## config.mk

```make
export PLATFORM = sky130hd
export DESIGN_NAME = lagarto_l15_req_arbiter
export DESIGN_NICKNAME = d
export VERILOG_FILES = /design/src/rtl/lagarto_l15_arb_pkg.sv /design/src/rtl/lagarto_l15_req_arbiter_rr.sv /design/src/rtl/lagarto_l15_req_arbiter.sv
export SDC_FILE = /design/constraint.sdc
export NUM_CORES = 1
export LEC_CHECK = 0
export ABC_AREA = 1
export CAP_MARGIN = 20
export CORE_AREA = 2 2 246 248
export DETAILED_ROUTE_END_ITERATION = 8
export DIE_AREA = 0 0 248 250
export SLEW_MARGIN = 20
export SYNTH_ARGS = -nofsm -noshare
export SYNTH_HDL_FRONTEND = slang
export SYNTH_HIERARCHICAL = 1
export SYNTH_SLANG_ARGS = --single-unit
export TNS_END_PERCENT = 50
```

## constraint.sdc

```tcl
create_clock -name clk_i -period 2.28 [get_ports clk_i]
set_input_delay 0.456 -clock clk_i [delete_from_list [all_inputs] [get_ports clk_i]]
set_output_delay 0.456 -clock clk_i [all_outputs]
set_load 0.05 [all_outputs]
```

## src/rtl/lagarto_l15_arb_pkg.sv

```systemverilog
// Shared types for the Lagarto L1.5 request arbiter. The l15_req_t / l15_rtrn_t
// structs carry the subset of wt_cache_pkg fields this block touches.
package lagarto_l15_arb_pkg;

    localparam int L15_TAG_W = 3;
    localparam int L15_TID_W = L15_TAG_W;
    localparam int REQ_IDX_W = 2;

    // Invalidation/evict returns carry no tag and go to every requester
    localparam logic [3:0] L15_EVICT_RTYPE = 4'b0011;

    typedef struct packed {
        logic                 l15_val;
        logic [4:0]           l15_rqtype;
        logic                 l15_nc;
        logic [2:0]           l15_size;
        logic [L15_TID_W-1:0] l15_threadid;
        logic [39:0]          l15_address;
        logic [63:0]          l15_data;
    } l15_req_t;

    typedef struct packed {
        logic                 l15_header_ack;
        logic                 l15_val;
        logic [3:0]           l15_returntype;
        logic [L15_TID_W-1:0] l15_threadid;
        logic [63:0]          l15_data_0;
    } l15_rtrn_t;

    typedef struct packed {
        logic                 valid;
        logic [REQ_IDX_W-1:0] owner;
        logic [L15_TID_W-1:0] orig_threadid;
    } tag_entry_t;

    typedef enum logic {
        IDLE  = 1'b0,
        ISSUE = 1'b1
    } arb_state_e;

endpackage

```

## src/rtl/lagarto_l15_req_arbiter_rr.sv

```systemverilog
// Round-robin picker: grants the first requester at or after ptr, wrapping at NUM_REQ.
module lagarto_rr_arbiter #(
    parameter int NUM_REQ = 3,
    parameter int IDX_W   = 2
) (
    input  logic [NUM_REQ-1:0] req,
    input  logic [IDX_W-1:0]   ptr,
    output logic [NUM_REQ-1:0] gnt,
    output logic [IDX_W-1:0]   gnt_idx
);

    localparam logic [IDX_W:0] N = (IDX_W+1)'(NUM_REQ);

    logic [IDX_W:0] cand;

    // Walk from farthest to nearest so the candidate closest to ptr wins last
    always_comb begin
        gnt     = '0;
        gnt_idx = '0;
        cand    = '0;
        for (int i = NUM_REQ - 1; i >= 0; i--) begin
            cand = {1'b0, ptr} + (IDX_W+1)'(i);
            if (cand >= N) cand = cand - N;
            for (int r = 0; r < NUM_REQ; r++) begin
                if (req[r] && cand == (IDX_W+1)'(r)) begin
                    gnt     = '0;
                    gnt[r]  = 1'b1;
                    gnt_idx = IDX_W'(r);
                end
            end
        end
    end

endmodule

```

## src/rtl/lagarto_l15_req_arbiter.sv

```systemverilog
// Shares the tile's L1.5 channel between NUM_REQ requesters with private threadid tags.
// Define LAGARTO_L15_ARB_PERF_EN to add grant and tag-stall performance counters.
module lagarto_l15_req_arbiter
    import lagarto_l15_arb_pkg::*;
#(
    parameter int NUM_REQ   = 3,
    parameter int MAX_OUTST = 4
) (
    input  logic               clk_i,
    input  logic               reset_l,
    input  logic [NUM_REQ-1:0] req_val_i,
    input  l15_req_t           req_i [NUM_REQ],
    output logic [NUM_REQ-1:0] req_ack_o,
    output l15_req_t           l15_req_o,
    input  l15_rtrn_t          l15_rtrn_i,
    output logic [NUM_REQ-1:0] rtrn_val_o,
    output l15_rtrn_t          rtrn_o,
    output logic               tag_err_o,
    output arb_state_e         dbg_state_o
`ifdef LAGARTO_L15_ARB_PERF_EN
    ,
    output logic [31:0]        perf_grant_o [NUM_REQ],
    output logic [31:0]        perf_stall_o
`endif
);

    arb_state_e           state, state_nxt;
    tag_entry_t           tag_tbl [MAX_OUTST];
    logic [REQ_IDX_W-1:0] rr_ptr, owner, gnt_idx, hit_owner;
    logic [NUM_REQ-1:0]   gnt;
    logic [L15_TAG_W-1:0] free_tag, rtag;
    logic [L15_TID_W-1:0] hit_tid;
    logic                 free_any, grant, ack, hit, rtn_free, rtn_bad;
    l15_req_t             sel_req, issue_req, req_lat;

    lagarto_rr_arbiter #(.NUM_REQ(NUM_REQ), .IDX_W(REQ_IDX_W)) u_rr (
        .req     (req_val_i),
        .ptr     (rr_ptr),
        .gnt     (gnt),
        .gnt_idx (gnt_idx)
    );

    always_comb begin
        free_any = 1'b0;
        free_tag = '0;
        for (int t = MAX_OUTST - 1; t >= 0; t--) begin
            if (!tag_tbl[t].valid) begin
                free_any = 1'b1;
                free_tag = L15_TAG_W'(t);
            end
        end
    end

    // The issued copy carries the private tag in place of the requester's threadid
    always_comb begin
        sel_req = '0;
        for (int r = 0; r < NUM_REQ; r++)
            if (gnt[r]) sel_req = req_i[r];
        issue_req              = sel_req;
        issue_req.l15_val      = 1'b1;
        issue_req.l15_threadid = free_tag;
    end

    always_ff @(posedge clk_i or negedge reset_l) begin
        if (!reset_l) state <= IDLE;
        else          state <= state_nxt;
    end

    always_comb begin
        state_nxt = state;
        case (state)
            IDLE:    if (grant) state_nxt = ISSUE;
            ISSUE:   if (ack)   state_nxt = IDLE;
            default: state_nxt = IDLE;
        endcase
    end

    always_comb begin
        grant       = 1'b0;
        ack         = 1'b0;
        l15_req_o   = '0;
        req_ack_o   = '0;
        dbg_state_o = state;
        case (state)
            IDLE: grant = (|gnt) && free_any;
            ISSUE: begin
                l15_req_o = req_lat;
                ack       = l15_rtrn_i.l15_header_ack;
                for (int r = 0; r < NUM_REQ; r++)
                    req_ack_o[r] = ack && (owner == REQ_IDX_W'(r));
            end
            default: ;
        endcase
    end

    always_comb begin
        rtag      = l15_rtrn_i.l15_threadid;
        hit       = 1'b0;
        hit_owner = '0;
        hit_tid   = '0;
        for (int t = 0; t < MAX_OUTST; t++) begin
            if (tag_tbl[t].valid && rtag == L15_TAG_W'(t)) begin
                hit       = 1'b1;
                hit_owner = tag_tbl[t].owner;
                hit_tid   = tag_tbl[t].orig_threadid;
            end
        end
    end

    always_comb begin
        rtrn_val_o = '0;
        rtrn_o     = '0;
        rtn_free   = 1'b0;
        rtn_bad    = 1'b0;
        if (l15_rtrn_i.l15_val) begin
            if (l15_rtrn_i.l15_returntype == L15_EVICT_RTYPE) begin
                rtrn_val_o = '1;
                rtrn_o     = l15_rtrn_i;
            end else if (hit) begin
                for (int r = 0; r < NUM_REQ; r++)
                    rtrn_val_o[r] = (hit_owner == REQ_IDX_W'(r));
                rtrn_o              = l15_rtrn_i;
                rtrn_o.l15_threadid = hit_tid;
                rtn_free            = 1'b1;
            end else begin
                rtn_bad = 1'b1;
            end
        end
    end

    // Allocation only looks at registered valids, so a tag freed this cycle is not reused until the next
    always_ff @(posedge clk_i or negedge reset_l) begin
        if (!reset_l) begin
            req_lat   <= '0;
            owner     <= '0;
            rr_ptr    <= '0;
            tag_err_o <= 1'b0;
            for (int t = 0; t < MAX_OUTST; t++) tag_tbl[t] <= '0;
        end else begin
            if (grant) begin
                req_lat <= issue_req;
                owner   <= gnt_idx;
            end
            if (ack) rr_ptr <= (owner == REQ_IDX_W'(NUM_REQ - 1)) ? '0 : owner + 1'b1;
            if (rtn_bad) tag_err_o <= 1'b1;
            for (int t = 0; t < MAX_OUTST; t++) begin
                if (rtn_free && rtag == L15_TAG_W'(t)) tag_tbl[t].valid <= 1'b0;
                if (grant && free_tag == L15_TAG_W'(t))
                    tag_tbl[t] <= '{valid: 1'b1, owner: gnt_idx, orig_threadid: sel_req.l15_threadid};
            end
        end
    end

`ifdef LAGARTO_L15_ARB_PERF_EN
    always_ff @(posedge clk_i or negedge reset_l) begin
        if (!reset_l) begin
            perf_stall_o <= '0;
            for (int r = 0; r < NUM_REQ; r++) perf_grant_o[r] <= '0;
        end else begin
            for (int r = 0; r < NUM_REQ; r++)
                if (grant && gnt[r] && perf_grant_o[r] != '1) perf_grant_o[r] <= perf_grant_o[r] + 32'd1;
            if (state == IDLE && (|req_val_i) && !free_any && perf_stall_o != '1)
                perf_stall_o <= perf_stall_o + 32'd1;
        end
    end
`endif

endmodule

```

---- Yosys cells after proc, flatten, opt, wreduce, memory -nomap -nowiden ----
Cells that the tools add are included.
storage, ports and cells
  register bits ........................... 147
  bits of input ports ..................... 429
  output and inout bits ................... 198
  logic and storage cells ................. 158
cells by class
  $add $sub $neg .......................... 6
  order comparisons ....................... 3
  equal/unequal tests ..................... 17
  muxes and demuxes ....................... 71
  bitwise gates (word level) .............. 1
  reduce and logical (&&, ||, !) cells .... 37
operators by type and width
  operator                                                           number
  two-way mux 116 bit                                                3
  two-way mux 73 bit                                                 3
  two-way mux 117 bit                                                1
  two-way mux 3 bit                                                  20
  two-way mux 2 bit                                                  15
  logical AND 1 bit                                                  25
  two-way mux 1 bit                                                  24
  two-way mux 6 bit                                                  4
  equality test 3 x 2 -> 1 bit, second input constant                7
  equality test 3 x 1 -> 1 bit, second input constant                5
  logical NOT 3 bit                                                  5
  nonzero test 2 bit                                                 4
  greater-or-equal comparator 3 x 2 -> 1 bit, second input constant  2
  subtractor 3 x 2 -> 3 bit, second input constant                   2
  equality test 2 x 1 -> 1 bit, second input constant                2
  equality test 2 bit, second input constant                         2
  equality test 4 x 2 -> 1 bit, second input constant                1
  logical NOT 2 bit                                                  2
  adder 2 x 1 -> 3 bit, second input constant                        1
  adder 2 x 2 -> 3 bit, second input constant                        1
  OR reduction 3 bit                                                 1
  subtractor 2 x 2 -> 3 bit, second input constant                   1
  adder 2 x 1 -> 2 bit, second input constant                        1
  greater-or-equal comparator 2 bit, second input constant           1
  2 further kinds                                                    2

---- Logic depth before layout (Yosys ltp) ----
Gate-level depths: netlist of run 1.
  depth in word-level cells ............... 19
  gate-level depth with buffers ........... 18

---- Modules after synthesis ----
The synthesis of run 1 kept the hierarchy.
by module, submodules not included
  module                   times used  cells each  area each (um^2)
  lagarto_l15_req_arbiter  1           1,390       9,658.0
  lagarto_rr_arbiter       1           33          175.2

---- Worst setup path after synthesis of run 1 ----
OpenSTA, ideal clock, no wires.
  path kind ............................... input-to-output
  from .................................... in l15_rtrn_i[65] (netlist bit)
  to ...................................... out rtrn_o[66] (netlist bit)
  arrival time ............................ 2.300 ns
  required time ........................... 1.824 ns
  setup slack ............................. -0.476 ns
  stages .................................. 8
  cell sequence ........................... inv_1 -> buf_2 -> nand3_1 -> nand2_1 -> nor2_2 -> nor2_1 -> nand2_1 -> o21ai_0
RTL lines
  element      RTL line                       source
  from (decl)  lagarto_l15_req_arbiter.sv:15  input l15_rtrn_t l15_rtrn_i,
  to (decl)    lagarto_l15_req_arbiter.sv:17  output l15_rtrn_t rtrn_o,

==> impl_results.md, run 1 <==
- Sw Ratio: a little under half
- NumNets Final: approximately 2500
- Drt total wl: 56800 um
- Rel. slew slack: 61.3%
- Syn Inst Count: roughly 1400
- Critical Path Source Type: input pin
- Yosys top cell area share: 37.2%
- Worst setup EP type: output pin
- Post-synth EDFFs: 0
- Synthesis warning total: 6
- Crit path kind: input pin to output pin
- Layout area overhead: 124%
- Cell area after layout: between 0.02 and 0.025 mm^2
- Lkg Pwr: ~10 nW
- Ant. Diodes: 0
- Largest net degree at the start of global routing: 71
- CTS buffer count: 17
- Layout cells sized above 1: approximately 29%
- Comb pwr share: 75.3%
- Status: complete, but fails checks
- Clk Latency, worst-skew pair: 0.47 ns
- Synth area leaders: dfrtp_1 (37%), nand2_1 (12%), o2bb2ai_1 (10%), inv_1 (8.0%), nand3_1 (6.8%)
- CTS Buffer Depth: 2
- Area after DPL: approximately 0.019 mm^2
- Syn Nets: 1855
- Dpl hpwl: about 41000 um
- Sw Pwr: 14.8 mW
- Wirelength per Cell: about 19 um
- Arr. time, crit path: 1.96 ns
- Worst Clk Skew: 0.00907 ns
- PortBufs: 622
- First-pass GRT wire length: 77100 um
- Achievable Freq: 0.414 GHz
- CTS tree: yes
- Root Buffer: clkbuf_16
- Gpl congestion: 0.916
- Worst vdd ir: 0.605 mV
- Yosys reg bits: roughly 150
- Register area share after synthesis: 37.2%
- DR vias/cell: 4.44
- CP max FO: 9
- Pre-CTS WS: -0.454 ns
- # setup viols final: 174
- Synth top cells by count: nand2_1 (310), inv_1 (210), dfrtp_1 (146), nand3_1 (133), a21oi_1 (127)
- Core Rows: 90
- Worst Path Required: 1.82 ns
- Vias post-DR: 12900
- P per Cell Area: roughly 1400 mW/mm^2
- H-tree levels: 4
- Synth Area per Inst: 6.91 um^2
- Util after Layout: 37.0%
- Failing checks: negative setup slack
- Clock Power Share: between 10% and 20%
- Initial Util: ~17%
- Power Internal: 16.2 mW
- Num ports: 627
- Clock-pin slew on the worst setup and hold paths: 0.06 ns
- Hold Violations, Final: 0
- Synthesized cell area: 0.00983 mm^2
- Antenna Nets Post-Route: 0
- Die area: 0.0620 mm^2
- CORE AREA: between 0.05 and 0.06 mm^2
- DRC: 0
- HP Class: flop to flop
- Die width: between 200 and 250 um
- Setup repair after global routing missed its margin: yes
- Max Transition Viols Final: 0
- Clock sinks: 146
- Final WS setup: -0.134 ns
- Synth unique cells: 31
- Initial antenna violation count: 3
- Sequential share of power: between 10% and 20%
- Die H: 250 um
- DR iter-0 viols: 645
- Final min period: 2.41 ns
- Vias in the first global route: approximately 13000
- Gr ovfl total: 0
- MaxCap Viol Count: 0
- Tcrit/Tclk final: 106%
- Most numerous cell in the Yosys netlist: nand2_1
- Ys async rst share: 100%
- Worst-margin pin slew: 0.581 ns
- DR pass1 iterations: 5
- Overall Global Routing Usage: 16.7%
- Dominant cell type by area after synthesis: dfrtp_1
- Ys flop type: dfrtp_1
[power groups by stage]
stage / Clock [mW] / Combinational, mW / Sequential (mW)
floorplan: 0 / 10.8 / 4.26
global placement: 0 / 19.0 / 4.40
detailed placement: 0 / 19.2 / 4.44
CTS: 3.28 / 20.4 / 4.43
global route: 3.36 / 24.8 / 4.66
finish: 3.14 / 23.3 / 4.53
[final timing paths]
| kind | start | end | cells past startpoint | slack [ns] |
|---|---|---|---|---|
| worst max-delay path | l15_rtrn_i[68] | rtrn_o[0] | 10 | -0.13 |
| worst max register to register | rr_ptr[0]$_DFFE_PN0P_ | req_lat[66]$_DFFE_PN0P_ | 15 | -0.08 |
| min in group asynchronous | reset_l | req_lat[105]$_DFFE_PN0P_ | 2 | 0.55 |
| worst min-delay path | req_lat[116]$_DFFE_PN0P_ | req_lat[116]$_DFFE_PN0P_ | 1 | 0.47 |
| worst min register to register | req_lat[116]$_DFFE_PN0P_ | req_lat[116]$_DFFE_PN0P_ | 1 | 0.47 |
| max in group asynchronous | reset_l | req_lat[22]$_DFFE_PN0P_ | 3 | 1.06 |
[kinds of logic (layout without fill, tap and decap cells)]
family,count (synthesis),count (layout),synth area share [%]
AO/OA/AOI/OAI,385,385,24.1
adder cells (fa/ha/maj),3,3,0.382
flip-flops,146,146,37.2
buffers and inverters,332,1039,14.2
other,1,1,0.0381
AND/OR/NAND/NOR,556,556,24.1
[routing by layer]
metal	wire, um	track usage, %	share of wire (%)	vias up
met5	36	0	0.063	-
met4	2870	9.17	5.0	6
met3	4800	5.12	8.5	98
met2	27700	29.1	49	629
met1	21400	17.9	38	6139
li1	-	-	-	6048
[worst max-delay path: stages]
cell           delay, ns
dlygate4sd2_1       0.21
inv_2               0.05
nor4_4              0.31
inv_2               0.10
nand2_4             0.11
nand2_8             0.12
buf_4               0.17
buf_8               0.13
nor2_2              0.13
buf_12              0.15
[layout make-up]
class | instances | area (um^2)
clock inverters | 11 | 175
flip-flops and latches | 146 | 3660
well taps | 782 | 978
repair buffers | 790 | 10200
inverters | 217 | 835
multi-input cells | 945 | 5710
fillers | 6041 | 37500
clock buffers | 21 | 470
[sequential cells by signal, indices dropped and copies added (netlist names)]
signal,flops
tag_tbl,24
owner,2
dbg_state_o,1
rr_ptr,2
tag_err_o,1
req_lat,116
[through the flow]
step / hold slack, ns / TNS, ns / std cells / power, mW
finish: 0.474 / -11.35 / 2912 / 31.0
global route: 0.500 / -30.11 / 2912 / 32.9
CTS: 0.469 / -7.41 / 2886 / 28.1
detailed placement: 0.465 / -64.62 / 2825 / 23.6
global placement: 0.457 / -56.44 / 2825 / 23.4
floorplan: 0.160 / -0.927 / 1423 / 15.1
[layout by cell type (no fill, tap or decap), types with 6 or more instances in the layout]
master	count
clkdlybuf4s50_1	417
nor2_2	28
buf_16	12
o21ai_0	20
nor2_4	55
a21oi_1	122
dfrtp_1	144
nand3_1	122
buf_8	9
nor2_1	13
inv_1	203
nand2_4	19
clkbuf_16	35
buf_12	197
buf_6	29
nand2_2	41
o21ai_1	88
nand3_2	11
nand2_1	253
o2bb2ai_1	112
nand4_1	7
buf_4	98
dlygate4sd2_1	6
inv_2	10
o21ai_2	29
[timing repair]
item                                    in CTS  in global routing
hold endpoints to repair                    42                  0
endpoints found under the setup margin     209                220
cloned                                      10                 19
gates resized for setup                    108                230
buffers inserted                            18                 12
pin swaps                                   22                 28
hold buffers                                 1                  0
(Power assumes the default switching activity.)
==> inputs of run 2 (changes only) <==
--- a/config.mk
+++ b/config.mk
@@ -7,12 +7,11 @@
 export LEC_CHECK = 0
 export ABC_AREA = 1
 export CAP_MARGIN = 20
-export CORE_AREA = 2 2 246 248
+export CORE_AREA = 2 2 243 245
 export DETAILED_ROUTE_END_ITERATION = 8
-export DIE_AREA = 0 0 248 250
+export DIE_AREA = 0 0 245 247
 export SLEW_MARGIN = 20
 export SYNTH_ARGS = -nofsm -noshare
 export SYNTH_HDL_FRONTEND = slang
-export SYNTH_HIERARCHICAL = 1
 export SYNTH_SLANG_ARGS = --single-unit
 export TNS_END_PERCENT = 50
==> run 2 against run 1 <==
Effect of this change:
- the flow still finishes with violations (negative setup slack)
- setup slack improved by 0.0073 ns
- via count fell by 6.8%
- highest routed layer unchanged
- power fell by 21%
- synthesized cell count rose by 13%
- maximum frequency rose by 0.31%
- largest cell class unchanged
==> impl_results.md, run 2 <==
- Lkg Pwr: 10.4 nW (+3.6%)
- Synth unique cells: 29 (-6.5%)
- Gr ovfl total: 0 (unchanged)
- Vias post-DR: 12000 (-6.8%)
- Met3 GRT Util: 4.21% (-0.91 points)
- M2 GR Usage: 25.8% (-3.3 points)
- Antenna Nets Post-Route: 0 (unchanged)
- Dominant cell type by area after synthesis: dfrtp_1
- PortBufs: 622 (unchanged)
- First-pass GRT wire length: 66400 um (-14%)
- Post-Synth Adder-Cell Area: 0.260% (-0.12 points)
- Crit path kind: input pin to output pin
- Worst vdd ir: 0.560 mV (-7.5%)
- Final WS setup: -0.126 ns (+0.00734 ns)
- Failing checks: negative setup slack
- Mux cell area share after synthesis: 0% (unchanged)
- MaxCap Viol Count: 0 (unchanged)
- Synthesized cell area: 0.00962 mm^2 (-2.2%)
- Largest family of logic cells by synthesized area: simple AND/OR/NAND/NOR gates
- Ys flop type: dfrtp_1
- DR vias/cell: 3.92 (-12%)
- Clock-pin slew on the worst setup and hold paths: 0.07 ns (about the same)
- Rel. slew slack: 65.0% (+3.7 points)
- DRC: 0 (unchanged)
- Largest register FFs: 116 (unchanged)
- # setup viols final: 64 (-63%)
- Max Transition Viols Final: 0 (unchanged)
- Most flops, register: req_lat
- Worst Clk Skew: 0.00701 ns (-0.00206 ns)
- Setup repair after global routing missed its margin: yes
- Worst Path Required: 1.82 ns (about the same)
- Status: complete, but fails checks
- Synth area leaders: dfrtp_1 (38%), nand2_1 (35%), inv_1 (8.3%), nand3_1 (7.3%), nor2_1 (3.4%)
- Post-synth EDFFs: 0 (unchanged)
- Layout cells sized above 1: 20.3% (-8.4 points)
- Die H: 247 um (-1.2%)
- Vias in the first global route: 11700 (-9.1%)
- HP Class: input pin to async pin
- CTS tree: yes
- Final min period: 2.41 ns (-0.00734 ns)
- Most common cell after layout, fill and taps aside: nand2_1
- Achievable Freq: 0.416 GHz (+0.31%)
- Largest registers: req_lat: 116 flops, tag_tbl: 24 flops
- Setup_tns: -2.49 ns (+8.86 ns)
- Register area share after synthesis: 38.0% (+0.83 points)
- Synth Area per Inst: 5.96 um^2 (-14%)
- Yosys reg bits: 146 (unchanged)
- Tcrit/Tclk final: 106% (-0.32 points)
- Cell area after layout: 0.0207 mm^2 (-5.9%)
- Layout area overhead: 116%
- Overall Global Routing Usage: 14.4% (-2.3 points)
- Wirelength per Cell: 14.8 um (-24%)
- Largest net degree at the start of global routing: 62 (-13%)
- XOR/XNOR Fraction of Synth Area: 0% (unchanged)
- Die area: 0.0605 mm^2 (-2.4%)
- Synthesis warning total: 0 (-6)
- Hold Violations, Final: 0 (unchanged)
- Gpl congestion: 0.864 (-5.7%)
- CORE AREA: 0.0582 mm^2 (-2.2%)
- CP max FO: 6 (-3)
- Compound-gate portion of the synthesized area: 1.74% (-22 points)
- Root Buffer: clkbuf_16
- Clock sinks: 146 (unchanged)
- Global Route met1 Usage: 16.0% (-1.8 points)
- Die width: 245 um (-1.2%)
- Syn Inst Count: 1615 (+13%)
- Arr. time, crit path: 1.95 ns (about the same)
- Ys async rst share: 100% (unchanged)
- H-tree levels: 4 (unchanged)
- Synth Area in Simple Gates: 47.1% (+23 points)
- NumNets Final: 2714 (+6.5%)
- Num ports: 627 (unchanged)
- Dpl hpwl: 36100 um (-13%)
- DR iter-0 viols: 462 (-28%)
- Most numerous cell in the Yosys netlist: nand2_1
- P per Cell Area: 1180 mW/mm^2 (-16%)
- Synth top cells by count: nand2_1 (886), inv_1 (212), dfrtp_1 (146), nand3_1 (140), nor2_1 (87)
- GR peak layer: met2
- Drt total wl: 45300 um (-20%)
- Worst setup EP type: output pin
- Most frequent cells in the layout: nand2_1 (873), clkdlybuf4s50_1 (417), buf_12 (214)
- CTS buffer count: 17 (unchanged)
- Worst-margin pin slew: 0.523 ns (-0.0578 ns)
- Clk Latency, worst-skew pair: 0.46 ns (about the same)
- Core Rows: 89 (-1.1%)
- Initial antenna violation count: 2 (-1)
- Area after DPL: 0.0194 mm^2 (-0.22%)
- Yosys top cell area share: 38.0% (+0.83 points)
- DR pass1 iterations: 5 (unchanged)
- Initial Util: 16.5% (about the same)
- Critical Path Source Type: input pin
- CTS Buffer Depth: 2 (unchanged)
- Syn Nets: 2046 (+10%)
## run 2: cell types whose count changed after synthesis, sizes merged, moves of 2 or more
| cell | change |
|---|---|
| or2 | +5 |
| clkbuf | -32 |
| nor2 | -7 |
| nand4 | +5 |
| a21oi | -122 |
| o21ai | -117 |
| o2bb2ai | -113 |
| nand3 | +7 |
| nand2 | +574 |
| nor3 | -2 |
| inv | -3 |
## run 2: per-stage QoR
stage	hold slack [ns]	power, mW	util (%)	worst slack (ns)	instances
floorplan	0.160	13.0	-	-0.325	1615
global placement	0.374	20.9	33.3	-0.501	3019
detailed placement	0.374	21.0	33.3	-0.541	3019
CTS	0.418	24.5	35.1	-0.129	3068
global route	0.447	26.2	35.6	-0.195	3070
finish	0.439	24.5	35.6	-0.126	3070
## run 2: cell families after synthesis
logic type / Yosys count
AOI/OAI and AO/OA: 31
adders and majority gates: 2
DFF: 146
buffers and inverters: 298
and+or+nand+nor: 1137
other: 1
## run 2: layout make-up
| type | instances | area, um^2 |
|---|---|---|
| diodes | 1 | 2.50 |
| clock buffers | 18 | 439 |
| clock inverters | 14 | 176 |
| fillers | 6063 | 37500 |
| inverters | 214 | 818 |
| multi-input cells | 1171 | 5250 |
| flip-flops and latches | 146 | 3660 |
| well taps | 773 | 967 |
| repair buffers | 733 | 9420 |
## run 2: worst paths after layout
| path | startpoint | to | slack [ns] | depth (start not counted) |
|---|---|---|---|---|
| max | l15_rtrn_i[68] | rtrn_o[18] | -0.13 | 10 |
| min | reset_l | req_lat[23]$_DFFE_PN0P_ | 0.44 | 2 |
| max reg2reg | rr_ptr[0]$_DFFE_PN0P_ | req_lat[113]$_DFFE_PN0P_ | 0.16 | 12 |
| min reg2reg | tag_tbl[1]$_DFFE_PN0P_ | tag_tbl[1]$_DFFE_PN0P_ | 0.47 | 2 |
| max in group asynchronous | reset_l | dbg_state_o$_DFF_PN0_ | 1.19 | 3 |
| min in group clk_i | tag_tbl[1]$_DFFE_PN0P_ | tag_tbl[1]$_DFFE_PN0P_ | 0.47 | 2 |
## run 2: critical path, cell delays in order
cell and delay, ns:
clkdlybuf4s15_1 0.18, inv_2 0.06, nor4_4 0.29, inv_1 0.12, nand2_4 0.13, nand2_8 0.09, buf_6 0.16, buf_16 0.16
nor2_4 0.14, buf_12 0.14
## run 2: repair_timing
action | 4_1_cts | 5_1_grt
gates resized for setup | 93 | 80
hold buffers | 1 | 0
cloned | 4 | 1
endpoints found under the setup margin | 78 | 221
pin swaps | 20 | 23
endpoints found under the hold margin | 29 | 0
buffers inserted | 12 | 1
## run 2: report_power, final
part / internal [mW] / switching (mW)
sequential: 3.73 / 0.652
combinational: 7.20 / 9.89
clock: 1.76 / 1.25
## run 2: routing by layer
| layer | part of all wire [%] | vias to the layer above |
|---|---|---|
| met5 | 0.026 | - |
| met3 | 7.0 | 50 |
| li1 | - | 6131 |
| met4 | 2.4 | 2 |
| met1 | 40 | 5410 |
| met2 | 51 | 446 |
